--- config.mk ---
export PLATFORM = sky130hd
export DESIGN_NAME = i2c_slave_responder
export DESIGN_NICKNAME = d
export VERILOG_FILES = /design/src/rtl/i2c_slave_responder.sv
export SDC_FILE = /design/constraint.sdc
export NUM_CORES = 1
export LEC_CHECK = 0
export BUFFER_PORTS_ARGS = -buffer_cell sky130_fd_sc_hd__clkbuf_2
export CAP_MARGIN = 25
export CORE_MARGIN = 10
export CORE_UTILIZATION = 35
export DETAILED_ROUTE_END_ITERATION = 16
export HOLD_SLACK_MARGIN = 0.1
export PLACE_DENSITY_LB_ADDON = 0.12
export SLEW_MARGIN = 20
export SYNTH_ARGS = -nofsm -noshare
export SYNTH_HDL_FRONTEND = slang
export SYNTH_HIERARCHICAL = 1
export SYNTH_SLANG_ARGS = --single-unit
--- constraint.sdc ---
create_clock -name clk_i -period 4 [get_ports clk_i]
set_clock_uncertainty 0.15 [all_clocks]
set_input_delay 0.2 -clock clk_i [delete_from_list [all_inputs] [get_ports clk_i]]
set_output_delay 0.2 -clock clk_i [all_outputs]
set_load 0.01 [all_outputs]
--- src/rtl/i2c_slave_responder.sv ---
// Single-address I2C slave endpoint: ACKs its own address, queues master writes in an
// RX FIFO and answers master reads from a preloaded TX FIFO. SCL is never stretched.

module i2c_slave_responder_fifo #(
    parameter int WIDTH = 8,
    parameter int DEPTH = 16
) (
    input  logic             clk,
    input  logic             rst_n,
    input  logic [WIDTH-1:0] push_data,
    input  logic             push,
    input  logic             pop,
    output logic [WIDTH-1:0] head,
    output logic             full,
    output logic             empty
);
    localparam int AW = $clog2(DEPTH);
    localparam logic [AW:0] PTR_ONE = 1;

    logic [WIDTH-1:0] mem [DEPTH];
    logic [AW:0]      wr_ptr;
    logic [AW:0]      rd_ptr;
    logic             push_ok;
    logic             pop_ok;

    // Extra pointer bit distinguishes full from empty when the indices coincide.
    assign empty   = (wr_ptr == rd_ptr);
    assign full    = (wr_ptr[AW] != rd_ptr[AW]) && (wr_ptr[AW-1:0] == rd_ptr[AW-1:0]);
    assign push_ok = push && !full;
    assign pop_ok  = pop && !empty;
    assign head    = mem[rd_ptr[AW-1:0]];

    always_ff @(posedge clk or negedge rst_n) begin
        if (!rst_n) begin
            wr_ptr <= '0;
            rd_ptr <= '0;
        end else begin
            if (push_ok) wr_ptr <= wr_ptr + PTR_ONE;
            if (pop_ok)  rd_ptr <= rd_ptr + PTR_ONE;
        end
    end

    always_ff @(posedge clk) begin
        if (push_ok) mem[wr_ptr[AW-1:0]] <= push_data;
    end
endmodule

module i2c_slave_responder #(
    parameter int                    DATA_WIDTH = 8,
    parameter int                    TX_DEPTH   = 16,
    parameter int                    RX_DEPTH   = 16,
    parameter logic [DATA_WIDTH-1:0] IDLE_BYTE  = 8'hFF
) (
    input  logic                  clk_i,
    input  logic                  rst_i,
    input  logic                  scl_i,
    input  logic                  sda_i,
    output logic                  sda_o,
    input  logic [6:0]            slave_addr,
    input  logic [DATA_WIDTH-1:0] tx_data,
    input  logic                  tx_push,
    output logic                  tx_full,
    output logic [DATA_WIDTH-1:0] rx_data,
    input  logic                  rx_pop,
    output logic                  rx_empty,
    output logic [DATA_WIDTH-1:0] most_recent_xfer,
    output logic                  busy
);
    typedef enum logic [2:0] {
        S_IDLE,
        S_ADDR,
        S_ADDR_ACK,
        S_WR_DATA,
        S_WR_ACK,
        S_RD_DATA,
        S_RD_ACK,
        S_IGNORE
    } state_t;

    state_t                state, state_nxt;
    logic [3:0]            bit_cnt, bit_cnt_nxt;
    logic [DATA_WIDTH-1:0] shift, shift_nxt;
    logic [DATA_WIDTH-1:0] tx_byte, tx_byte_nxt;
    logic                  rw, rw_nxt;
    logic                  ack_ok, ack_ok_nxt;
    logic                  sda_nxt;
    logic                  busy_nxt;
    logic [DATA_WIDTH-1:0] mrx_nxt;

    logic scl_p0, scl_p1, scl_p2;
    logic sda_p0, sda_p1, sda_p2;
    logic scl_rise, scl_fall, start_det, stop_det;

    logic                  rx_push, rx_full;
    logic                  tx_pop, tx_empty;
    logic [DATA_WIDTH-1:0] tx_head;
    logic [DATA_WIDTH-1:0] tx_next;
    logic [DATA_WIDTH-1:0] rx_byte;
    logic [2:0]            tx_idx;

    // p0/p1 form the synchronizer; p2 holds the previous synchronized level for edge detect.
    always_ff @(posedge clk_i or negedge rst_i) begin
        if (!rst_i) begin
            scl_p0 <= 1'b1;
            scl_p1 <= 1'b1;
            scl_p2 <= 1'b1;
            sda_p0 <= 1'b1;
            sda_p1 <= 1'b1;
            sda_p2 <= 1'b1;
        end else begin
            scl_p0 <= scl_i;
            scl_p1 <= scl_p0;
            scl_p2 <= scl_p1;
            sda_p0 <= sda_i;
            sda_p1 <= sda_p0;
            sda_p2 <= sda_p1;
        end
    end

    assign scl_rise  = scl_p1 && !scl_p2;
    assign scl_fall  = !scl_p1 && scl_p2;
    assign start_det = scl_p1 && scl_p2 && sda_p2 && !sda_p1;
    assign stop_det  = scl_p1 && scl_p2 && !sda_p2 && sda_p1;

    assign rx_byte = {shift[DATA_WIDTH-2:0], sda_p1};
    assign tx_next = tx_empty ? IDLE_BYTE : tx_head;
    assign tx_idx  = 3'd7 - bit_cnt[2:0];

    i2c_slave_responder_fifo #(.WIDTH(DATA_WIDTH), .DEPTH(TX_DEPTH)) u_tx_fifo (
        .clk       (clk_i),
        .rst_n     (rst_i),
        .push_data (tx_data),
        .push      (tx_push),
        .pop       (tx_pop),
        .head      (tx_head),
        .full      (tx_full),
        .empty     (tx_empty)
    );

    i2c_slave_responder_fifo #(.WIDTH(DATA_WIDTH), .DEPTH(RX_DEPTH)) u_rx_fifo (
        .clk       (clk_i),
        .rst_n     (rst_i),
        .push_data (rx_byte),
        .push      (rx_push),
        .pop       (rx_pop),
        .head      (rx_data),
        .full      (rx_full),
        .empty     (rx_empty)
    );

    always_ff @(posedge clk_i or negedge rst_i) begin
        if (!rst_i) begin
            state            <= S_IDLE;
            bit_cnt          <= '0;
            rw               <= 1'b0;
            ack_ok           <= 1'b0;
            sda_o            <= 1'b1;
            busy             <= 1'b0;
            most_recent_xfer <= '0;
        end else begin
            state            <= state_nxt;
            bit_cnt          <= bit_cnt_nxt;
            rw               <= rw_nxt;
            ack_ok           <= ack_ok_nxt;
            sda_o            <= sda_nxt;
            busy             <= busy_nxt;
            most_recent_xfer <= mrx_nxt;
        end
    end

    always_ff @(posedge clk_i) begin
        shift   <= shift_nxt;
        tx_byte <= tx_byte_nxt;
    end

    always_comb begin
        state_nxt   = state;
        bit_cnt_nxt = bit_cnt;
        shift_nxt   = shift;
        tx_byte_nxt = tx_byte;
        rw_nxt      = rw;
        ack_ok_nxt  = ack_ok;
        sda_nxt     = sda_o;
        busy_nxt    = busy;
        mrx_nxt     = most_recent_xfer;
        rx_push     = 1'b0;
        tx_pop      = 1'b0;

        // Bus conditions outrank any SCL edge seen on the same clock.
        if (start_det) begin
            state_nxt   = S_ADDR;
            bit_cnt_nxt = '0;
            sda_nxt     = 1'b1;
        end else if (stop_det) begin
            state_nxt = S_IDLE;
            sda_nxt   = 1'b1;
            busy_nxt  = 1'b0;
        end else begin
            case (state)
                S_ADDR: begin
                    if (scl_rise && bit_cnt < 4'd8) begin
                        shift_nxt   = rx_byte;
                        bit_cnt_nxt = bit_cnt + 4'd1;
                    end else if (scl_fall && bit_cnt == 4'd8) begin
                        if (shift[DATA_WIDTH-1:1] == slave_addr) begin
                            sda_nxt   = 1'b0;
                            busy_nxt  = 1'b1;
                            rw_nxt    = shift[0];
                            state_nxt = S_ADDR_ACK;
                        end else begin
                            state_nxt = S_IGNORE;
                        end
                    end
                end
                S_ADDR_ACK: begin
                    if (scl_fall) begin
                        if (!rw) begin
                            sda_nxt     = 1'b1;
                            bit_cnt_nxt = '0;
                            state_nxt   = S_WR_DATA;
                        end else begin
                            tx_byte_nxt = tx_next;
                            tx_pop      = !tx_empty;
                            sda_nxt     = tx_next[DATA_WIDTH-1];
                            bit_cnt_nxt = 4'd1;
                            state_nxt   = S_RD_DATA;
                        end
                    end
                end
                S_WR_DATA: begin
                    if (scl_rise && bit_cnt < 4'd8) begin
                        shift_nxt   = rx_byte;
                        bit_cnt_nxt = bit_cnt + 4'd1;
                        if (bit_cnt == 4'd7) begin
                            ack_ok_nxt = !rx_full;
                            if (!rx_full) begin
                                rx_push = 1'b1;
                                mrx_nxt = rx_byte;
                            end
                        end
                    end else if (scl_fall && bit_cnt == 4'd8) begin
                        sda_nxt   = !ack_ok;
                        state_nxt = S_WR_ACK;
                    end
                end
                S_WR_ACK: begin
                    if (scl_fall) begin
                        sda_nxt     = 1'b1;
                        bit_cnt_nxt = '0;
                        state_nxt   = S_WR_DATA;
                    end
                end
                S_RD_DATA: begin
                    // bit_cnt counts bits already placed on the bus.
                    if (scl_fall) begin
                        if (bit_cnt < 4'd8) begin
                            sda_nxt     = tx_byte[tx_idx];
                            bit_cnt_nxt = bit_cnt + 4'd1;
                        end else begin
                            sda_nxt   = 1'b1;
                            mrx_nxt   = tx_byte;
                            state_nxt = S_RD_ACK;
                        end
                    end
                end
                S_RD_ACK: begin
                    if (scl_rise) begin
                        if (sda_p1) state_nxt = S_IGNORE;
                    end else if (scl_fall) begin
                        tx_byte_nxt = tx_next;
                        tx_pop      = !tx_empty;
                        sda_nxt     = tx_next[DATA_WIDTH-1];
                        bit_cnt_nxt = 4'd1;
                        state_nxt   = S_RD_DATA;
                    end
                end
                default: begin
                    sda_nxt = 1'b1;
                end
            endcase
        end
    end
endmodule

==> results of run 1 <==
## cell type report
type,count,area (um^2)
Sequential cell,317,9305
Tap cell,518,648.1
Antenna cell,1,2.502
Fill cell,3467,22700
Multi-Input combinational cell,395,3880
Clock inverter,20,211.5
Inverter,16,60.06
Clock buffer,44,952.2
Timing Repair Buffer,103,708.2
## report_power, final
| group | internal (W) | switching [W] |
|---|---|---|
| logic | 0.00115 | 0.00132 |
| registers | 0.00388 | 0.000306 |
| clock network | 0.00196 | 0.00128 |
| total | 0.00699 | 0.00291 |
## metal layers
layer / track usage [%] / up-vias / part of all wire [%]
met5: 0 / - / 0
met4: 5.546 / 0 / 3.2
met3: 2.538 / 52 / 5.2
met2: 22.88 / 218 / 50
met1: 16.89 / 3687 / 41
li1: - / 3273 / -
## layout by cell type (no fill, tap or decap), drive strengths merged, types with 3 or more instances in the layout
master / Yosys / routed
dfstp: 7 / 7
nor4: 5 / 5
nor3: 15 / 15
dlygate4sd3: 0 / 14
mux2i: 4 / 4
a2111oi: 3 / 3
inv: 16 / 19
bufinv: 0 / 4
xnor2: 23 / 23
mux2: 22 / 22
mux4: 66 / 66
a211oi: 3 / 3
or2: 10 / 10
clkbuf: 7 / 84
nand2b: 6 / 6
buf: 31 / 49
nor2: 42 / 42
and3: 5 / 5
nor2b: 10 / 10
nand2: 42 / 42
a22oi: 32 / 32
o311ai: 4 / 4
and2b: 4 / 4
nand4: 9 / 9
a21oi: 9 / 9
o21ai: 12 / 12
dfrtp: 38 / 38
a21o: 3 / 3
clkinv: 0 / 11
and2: 4 / 4
or3: 3 / 3
xor2: 9 / 9
o211ai: 9 / 9
edfxtp: 272 / 272
ha: 14 / 14
## logic make-up after synthesis
| logic type | synth area share, % |
|---|---|
| adders and majority gates | 1.292 |
| buffers and inverters | 2.804 |
| DFF | 68.59 |
| and+or+nand+nor | 6.079 |
| AOI/OAI and AO/OA | 5.286 |
| muxes | 13.83 |
| xor gates and xnor gates | 2.122 |
## registers in the layout, indices dropped and copies added (netlist names), 4 cells and up
signal,cells
u_tx_fifo/rd_ptr,5
tx_byte,8
u_rx_fifo/wr_ptr,5
u_tx_fifo/wr_ptr,5
u_rx_fifo/mem,128
shift,8
bit_cnt,4
u_rx_fifo/rd_ptr,5
u_tx_fifo/mem,128
most_recent_xfer,8
## worst reg2reg max path: stages (launching register included)
cell and delay, ps:
dfstp_2 560, ha_1 350, nor2b_1 260, nand4_1 150, or3_1 380, nor2_1 140, buf_4 180, nand2_1 130
nor4_1 260, buf_4 250
## through the flow
stage	worst slack [ps]	util [%]	hold WS [ps]
6_report	871.2	40.99	153.6
5_1_grt	703.0	40.98	140.4
4_1_cts	783.0	40.98	120.0
3_5_place_dp	950.4	37.59	139.4
3_3_place_gp	968.2	37.59	139.4
2_1_floorplan	537.1	-	-245.6
## how the worst max path moves through the flow
stage                                         start                              to  slack (ps)  cells past startpoint
finish              u_rx_fifo/rd_ptr[1]$_DFFE_PN0P_                      rx_data[5]         870                      5
global route                       scl_p1$_DFF_PN1_   u_rx_fifo/mem[0][5]$_DFFE_PP_         700                      9
CTS                 u_rx_fifo/rd_ptr[1]$_DFFE_PN0P_                      rx_data[5]         780                      5
detailed placement                 scl_p1$_DFF_PN1_  u_rx_fifo/mem[14][3]$_DFFE_PP_         950                      9
global placement                   scl_p1$_DFF_PN1_  u_rx_fifo/mem[14][5]$_DFFE_PP_         970                      9
floorplan                          sda_p1$_DFF_PN1_   u_rx_fifo/mem[2][0]$_DFFE_PP_         540                      8
==> results_dict.tcl, run 1 <==
set metrics [dict create \
    num_rows 72 \
    hold_viol 0 \
    place_area_mm2 0.01446 \
    synthCells 770 \
    yosysMostFrequentCell "edfxtp_1" \
    power_density_mw_per_mm2 627.8 \
    synthArstFlopShare_pct 14.20 \
    first_global_vias 7596 \
    start_util_pct 35.26 \
    fin_crit_ps 3129 \
    grt_max_degree 46 \
    drc 0 \
    min_path_cells 2 \
    drv_cap 0 \
    antenna_found_initial 0 \
    totalWireLength_um 31660 \
    grt_overflow 0 \
    fp.dieW_um 216.9 \
    path_cells "buf_4, mux4_1, a22oi_1, nand2_1, clkbuf_2" \
    slew_viol_final 0 \
    grt_use_total_pct 13.56 \
    syn_area_per_cell_um2 17.61 \
    crit_path_end_kind "primary output" \
    dpl.hpwl_um 20580 \
    dr.pass1.iters 5 \
    hold_path.class "input pin to register" \
    synth_cell_types 70 \
    gp_congestion 0.8284 \
    fp.coreArea_mm2 0.03847 \
    clk_pin_slew_ps 50 \
    max_slew_margin_pct 36.65 \
    ys.flop_type "edfxtp_1" \
    post_cts_resized 0 \
    critPathSlowestCell "mux4_1" \
    synth_seq_cells 317 \
    path_buf_inv 2 \
    status "finished clean" \
    synth_area_leader_cell "edfxtp_1" \
    max_freq_mhz 319.6 \
    r2r_end "u_rx_fifo/mem[0][3]$_DFFE_PP_" \
    io_buffer_count 40 \
    dp_cells 1335 \
    fin_nets 904 \
    syn-num-nets 805 \
    ant_nets 0 \
    crit_required_ps 3650 \
    setup_viol 0 \
    fin_total_pwr_w 0.009899 \
    netlist_area_mm2 0.01356 \
    cp-start-kind "register" \
    fin_setup_tns_ps 0 \
    synthTopCellsByCount "edfxtp_1, nand2_1, nor2_1, mux4_2, dfrtp_1" \
    synth_area_leaders "edfxtp_1, dfrtp_1, mux4_2" \
    hp-start "scl_i" \
    die-area_mm2 0.04703 \
    worst-r2r-cell-count 9 \
    path_max_fanout 33 \
    drt-wirelength-per-cell_um 22.39 \
    drive_above_1_share_pct 25.14 \
    drt_iter0_drc 570 \
    cts_tree "yes" \
    finalNonFillerCells 1414 \
    fin_area_mm2 0.01577 \
    grt_setup_unrepaired "false" \
    crit_family "multiplexers" \
    regToRegSetupSlack_ps 900 \
    root_buffer "clkbuf_16" \
    synth_edf_count 272 \
    ios 41 \
    yosysWarnings 6 \
    die_h_um 216.9 \
    ys_seq_area_share_pct 68.59 \
    area_growth_pct 16.25 \
    htreeDepth 2 \
    r2r-start "scl_p1$_DFF_PN1_" \
    cts_made_buffers 36 \
    cp_data_arrival_time_ps 2780 \
    clock_latency_ps 540 \
    tightest_slew_ps 950.2 \
    cts_buffer_depth 3 \
    peakVddDrop_uv 343.3 \
    clock_sinks 317 \
    vias 7230 \
    yosys.area.top_type_share_pct 60.22 \
    path_class "register to primary output" \
    grt_pass1_wl_um 48210 \
    viasPerCell 5.113 \
    fin_crit_sh_pct 78.22 \
    critPathMaxStageDelay_ps 690 \
    min_to "scl_p0$_DFF_PN1_" \
    p_leak_nw 5.492 \
    postCtsSetupBuffers 0 \
    postCtsHoldBufs 14 \
]
No activity file was read; power rests on OpenSTA's default activity.
==> inputs of run 2 (changes only) <==
clock period = 3.2 ns   (was 4 ns; I/O delays follow)
==> run 2 against run 1 <==
Net effect:
- combinational power increased by 27%
- routed wire length decreased by 0.51%
- sequential cell count unchanged
- clock power increased by 22%
- register-to-register slack got worse by 680 ps
- final cell count increased by 0.28%
- sequential share of layout area decreased by 0.21 points
- critical path depth increased by 4
- global-route usage decreased by 0.17 points
- count of clock-buffer cells in the layout decreased by 2
- total power increased by 24%
- sequential power increased by 24%
- critical path type is now register to register
- critical endpoint is now u_rx_fifo/mem[10][7]$_DFFE_PP_
==> results_dict.tcl, run 2 (synthesis results as in run 1) <==
set metrics [dict create \
    clk_pin_slew_ps 50 \
    layout.cells.most_common "edfxtp_1" \
    p_sw_w 0.003589 \
    hold_viol 0 \
    r2r-start "scl_p1$_DFF_PN1_" \
    pwr-share-seq_pct 42.3 \
    area_growth_pct 16.66 \
    vias 7276 \
    startpoint "scl_p1$_DFF_PN1_" \
    totalWireLength_um 31500 \
    max_slew_margin_pct 39.40 \
    r2r_end "u_rx_fifo/mem[10][7]$_DFFE_PP_" \
    crit_family "simple AND/OR/NAND/NOR gates" \
    post_cts_resized 0 \
    grt_use_total_pct 13.38 \
    die-area_mm2 0.04703 \
    path_class "register to register" \
    drt-wirelength-per-cell_um 22.21 \
    cpMostUsedCell "buf_4" \
    grt_pass1_wl_um 47840 \
    cp-start-kind "register" \
    ios 41 \
    regArea_mm2 0.009305 \
    path_cells "ha_1, nor2b_1, nand4_1, or3_1, nor2_1, buf_4, nand2_1, nor3_1, buf_4" \
    fin_nets 910 \
    fin_total_pwr_w 0.01229 \
    path_buf_inv 2 \
    clock_sinks 317 \
    cts_made_buffers 36 \
    hold_path.class "input pin to register" \
    viasPerCell 5.131 \
    cp_num_cells 9 \
    drc 0 \
    dpl.hpwl_um 20950 \
    regToRegSetupSlack_ps 220 \
    p_sw_share_pct 29.20 \
    max_freq_mhz 335.9 \
    gp_congestion 0.7962 \
    drive_above_1_share_pct 26.03 \
    fin_setup_tns_ps 0 \
    fin_crit_sh_pct 93.03 \
    drv_cap 0 \
    crit_required_ps 3280 \
    tightest_slew_ps 905.7 \
    p_leak_nw 5.508 \
    critPathCapture "u_rx_fifo/mem[10][7]$_DFFE_PP_" \
    cts_buffer_depth 3 \
    first_global_vias 7534 \
    dpl_worst_slack_ps 234.2 \
    root_buffer "clkbuf_16" \
    cts_tree "yes" \
    fp.coreArea_mm2 0.03847 \
    setup_viol 0 \
    status "finished clean" \
    grt_max_degree 36 \
    hold_ws_ps 135.8 \
    worst-r2r-cell-count 9 \
    dr.pass1.iters 5 \
    fp.dieW_um 216.9 \
    layout_common_cells "edfxtp_1, buf_4, nand2_1, nor2_1, clkbuf_2" \
    critPathSlowestCell "dfstp_2" \
    fillers 3477 \
    p_clk_share_pct 32.1 \
    io_buffer_count 40 \
    antenna_found_initial 1 \
    layout_setup_ws_ps 222.9 \
    share_comb_of_total_power_pct 25.6 \
    power_density_mw_per_mm2 776.9 \
    path_max_fanout 10 \
    grt_overflow 0 \
    peakVddDrop_uv 369.8 \
    start_util_pct 35.26 \
    htreeDepth 2 \
    num_rows 72 \
    cp_data_arrival_time_ps 3060 \
    critPathMaxStageDelay_ps 550 \
    fin_crit_ps 2977 \
    crit_path_end_kind "register" \
    die_h_um 216.9 \
    multi_input_area_mm2 0.003909 \
    drt_iter0_drc 631 \
    clock_latency_ps 530 \
    final_util_pct 41.13 \
    intPower_w 0.008703 \
    slew_viol_final 0 \
    ant_nets 0 \
    grt_setup_unrepaired "false" \
]
## run 2: how the worst min path moves through the flow
stage	depth (start not counted)	from	to	slack [ps]
detailed placement	1	rst_i	state[0]$_DFFE_PN0P_	80
global route	2	scl_i	scl_p0$_DFF_PN1_	120
CTS	2	sda_i	sda_p0$_DFF_PN1_	110
floorplan	0	rst_i	ack_ok$_DFFE_PN0P_	-290
finish	2	sda_i	sda_p0$_DFF_PN1_	140
global placement	1	rst_i	state[0]$_DFFE_PN0P_	50
## run 2: cell type report
cell class / instances / area share [%]
Antenna cell: 1 / 0.01582
Clock buffer: 42 / 5.970
Clock inverter: 20 / 1.170
Inverter: 16 / 0.3796
Multi-Input combinational cell: 395 / 24.70
Sequential cell: 317 / 58.81
Tap cell: 518 / 4.096
Timing Repair Buffer: 109 / 4.855
## run 2: layer usage
metal / vias up / global-route usage (%) / share of wire, %
li1: 3281 / - / -
met1: 3777 / 17.65 / 44
met2: 164 / 21.64 / 48
met3: 54 / 2.316 / 4.1
met4: 0 / 5.337 / 3.1
met5: - / 0 / 0
## run 2: power by group through the flow
stage | Sequential, W | Clock [W] | Combinational, W
floorplan | 0.00511 | 0 | 0.00245
global route | 0.00526 | 0.00427 | 0.00343
finish | 0.00520 | 0.00395 | 0.00314
CTS | 0.00521 | 0.00406 | 0.00319
global placement | 0.00527 | 0 | 0.00313
detailed placement | 0.00529 | 0 | 0.00316
## run 2: stage by stage
| stage | instances | area (um^2) |
|---|---|---|
| 6_report | 1418 | 15820 |
| 5_1_grt | 1418 | 15820 |
| 4_1_cts | 1417 | 15820 |
| 3_5_place_dp | 1340 | 14540 |
| 3_3_place_gp | 1340 | 14540 |
| 2_1_floorplan | 770 | 13590 |
## run 2: worst reg2reg max path, cell delays in order, from the launching register on
cell and delay (ps):
dfstp_2 550, ha_1 340, nor2b_1 220, nand4_1 140
or3_1 360, nor2_1 140, buf_4 190, nand2_1 170
nor3_1 210, buf_4 210
## run 2: timing repair
item | CTS | global route
hold endpoints to repair | 186 | 0
setup buffers | 0 | 0
hold buffers | 15 | 0
==> inputs of run 3 (changes only) <==
REMOVE_ABC_BUFFERS = 1   (was not set)
==> run 3 against run 2 <==
Net effect:
- fmax grew 4.4%
- count of clock-buffer cells in the layout grew 2
- cell area is essentially flat
- total power grew 0.27%
- global-route usage is essentially flat
- non-clock buffer count grew 3
==> results_dict.tcl, run 3 (synthesis results as in run 1) <==
set metrics [dict create \
    layout_common_cells "edfxtp_1, buf_4, nand2_1, nor2_1" \
    clk_pin_slew_ps 60 \
    hold_viol 0 \
    regArea_mm2 0.009308 \
    first_global_vias 7761 \
    cts_tree "yes" \
    ant_nets 0 \
    p_leak_nw 5.526 \
    drc 0 \
    drv_cap 0 \
    fillers 3514 \
    clock_sinks 317 \
    cp_data_arrival_time_ps 3130 \
    cp-start-kind "register" \
    crit_required_ps 3480 \
    cts_buffer_depth 3 \
    htreeDepth 2 \
    vias 7242 \
    drt_iter0_drc 415 \
    fp.dieW_um 216.9 \
    status "finished clean" \
    clock_latency_ps 530 \
    max_slew_margin_pct 37.80 \
    die-area_mm2 0.04703 \
    dpl.hpwl_um 21170 \
    root_buffer "clkbuf_16" \
    start_util_pct 35.26 \
    dr.pass1.iters 5 \
    io_buffer_count 40 \
    ios 41 \
    max_freq_mhz 350.8 \
    multi_input_area_mm2 0.003880 \
    hold_path.class "input pin to register" \
    fin_total_pwr_w 0.01232 \
    fin_crit_ps 2851 \
    drive_above_1_share_pct 26.05 \
    viasPerCell 5.082 \
    path_max_fanout 16 \
    num_rows 72 \
    fin_nets 914 \
    grt_max_degree 36 \
    totalWireLength_um 31140 \
    power_density_mw_per_mm2 778.8 \
    grt_use_total_pct 13.35 \
    grt_setup_unrepaired "false" \
    layout.cells.most_common "edfxtp_1" \
    path_class "register to register" \
    grt_overflow 0 \
    setup_viol 0 \
    slew_viol_final 0 \
    fin_crit_sh_pct 89.09 \
    gp_congestion 0.8658 \
    die_h_um 216.9 \
    drt-wirelength-per-cell_um 21.85 \
    grt_pass1_wl_um 48180 \
    fp.coreArea_mm2 0.03847 \
    antenna_found_initial 1 \
    cts_made_buffers 37 \
    area_growth_pct 16.68 \
    peakVddDrop_uv 359.9 \
    tightest_slew_ps 929.6 \
    crit_path_end_kind "register" \
    final_util_pct 41.14 \
]
run 3: changes by cell type in the layout (fill, tap and decap cells not counted), moves of 3 or more:
cell | before | now
nor4_1 | 2 | 5
clkinv_2 | 6 | 9
nor4_2 | 3 | 0
buf_4 | 53 | 57
run 3: critical path: stages (launching register included):
cell and delay [ps]:
dfrtp_2 720, mux4_1 620, a22oi_1 300, nand2_1 90, nor2_1 240, a21oi_1 110
a2111oi_0 390, mux2i_1 140
run 3: final cells by class:
| cell class | instances | share of cell area [%] |
|---|---|---|
| diodes | 1 | 0.01581 |
| clock inverters | 22 | 1.241 |
| well taps | 518 | 4.096 |
| flip-flops and latches | 317 | 58.82 |
| inverters | 16 | 0.3795 |
| multi-input cells | 395 | 24.52 |
| repair buffers | 112 | 4.918 |
| clock buffers | 44 | 6.017 |
run 3: repair_timing:
item                                   in CTS  in global routing
setup buffers                               0                  0
endpoints found under the hold margin     170                  0
setup endpoints to repair                   0                  1
gates resized for setup                     0                  1
hold buffers                               15                  0
run 3: path summary, 6_finish.rpt:
| path | to | start | cells after the start | slack (ps) |
|---|---|---|---|---|
| max reg2reg | sda_o$_DFFE_PN1P_ | u_tx_fifo/rd_ptr[1]$_DFFE_PN0P_ | 7 | 350 |
| max | sda_o$_DFFE_PN1P_ | u_tx_fifo/rd_ptr[1]$_DFFE_PN0P_ | 7 | 350 |
| max in group asynchronous | sda_p0$_DFF_PN1_ | rst_i | 3 | 1940 |
| min reg2reg | sda_p1$_DFF_PN1_ | sda_p0$_DFF_PN1_ | 0 | 200 |
| min | scl_p0$_DFF_PN1_ | scl_i | 2 | 130 |
| min in group asynchronous | state[0]$_DFFE_PN0P_ | rst_i | 2 | 160 |
run 3: per-layer routing:
layer  part of all wire [%]  track usage [%]
met5                      0                0
met4                    1.3            3.472
met3                    4.5            2.538
met2                     52            23.15
met1                     42            16.83
run 3: stage by stage:
| stage | std cells | instance area (um^2) | hold slack (ps) | worst slack [ps] | TNS, ps |
|---|---|---|---|---|---|
| after floorplan | 728 | 13240 | -285.6 | -644.7 | -54970 |
| after global placement | 1343 | 14520 | 100.4 | 391.7 | 0 |
| after detailed placement | 1343 | 14520 | 100.2 | 346.6 | 0 |
| after CTS | 1424 | 15820 | 106.7 | 79.59 | 0 |
| after global routing | 1425 | 15830 | 122.5 | 2.193 | 0 |
| final | 1425 | 15830 | 128.4 | 349.3 | 0 |
run 3: power by group:
part	internal, W	switching, W	leakage (nW)
clock network	0.00232	0.00165	0.562
registers	0.00486	0.000374	3.01
logic	0.00148	0.00165	1.95
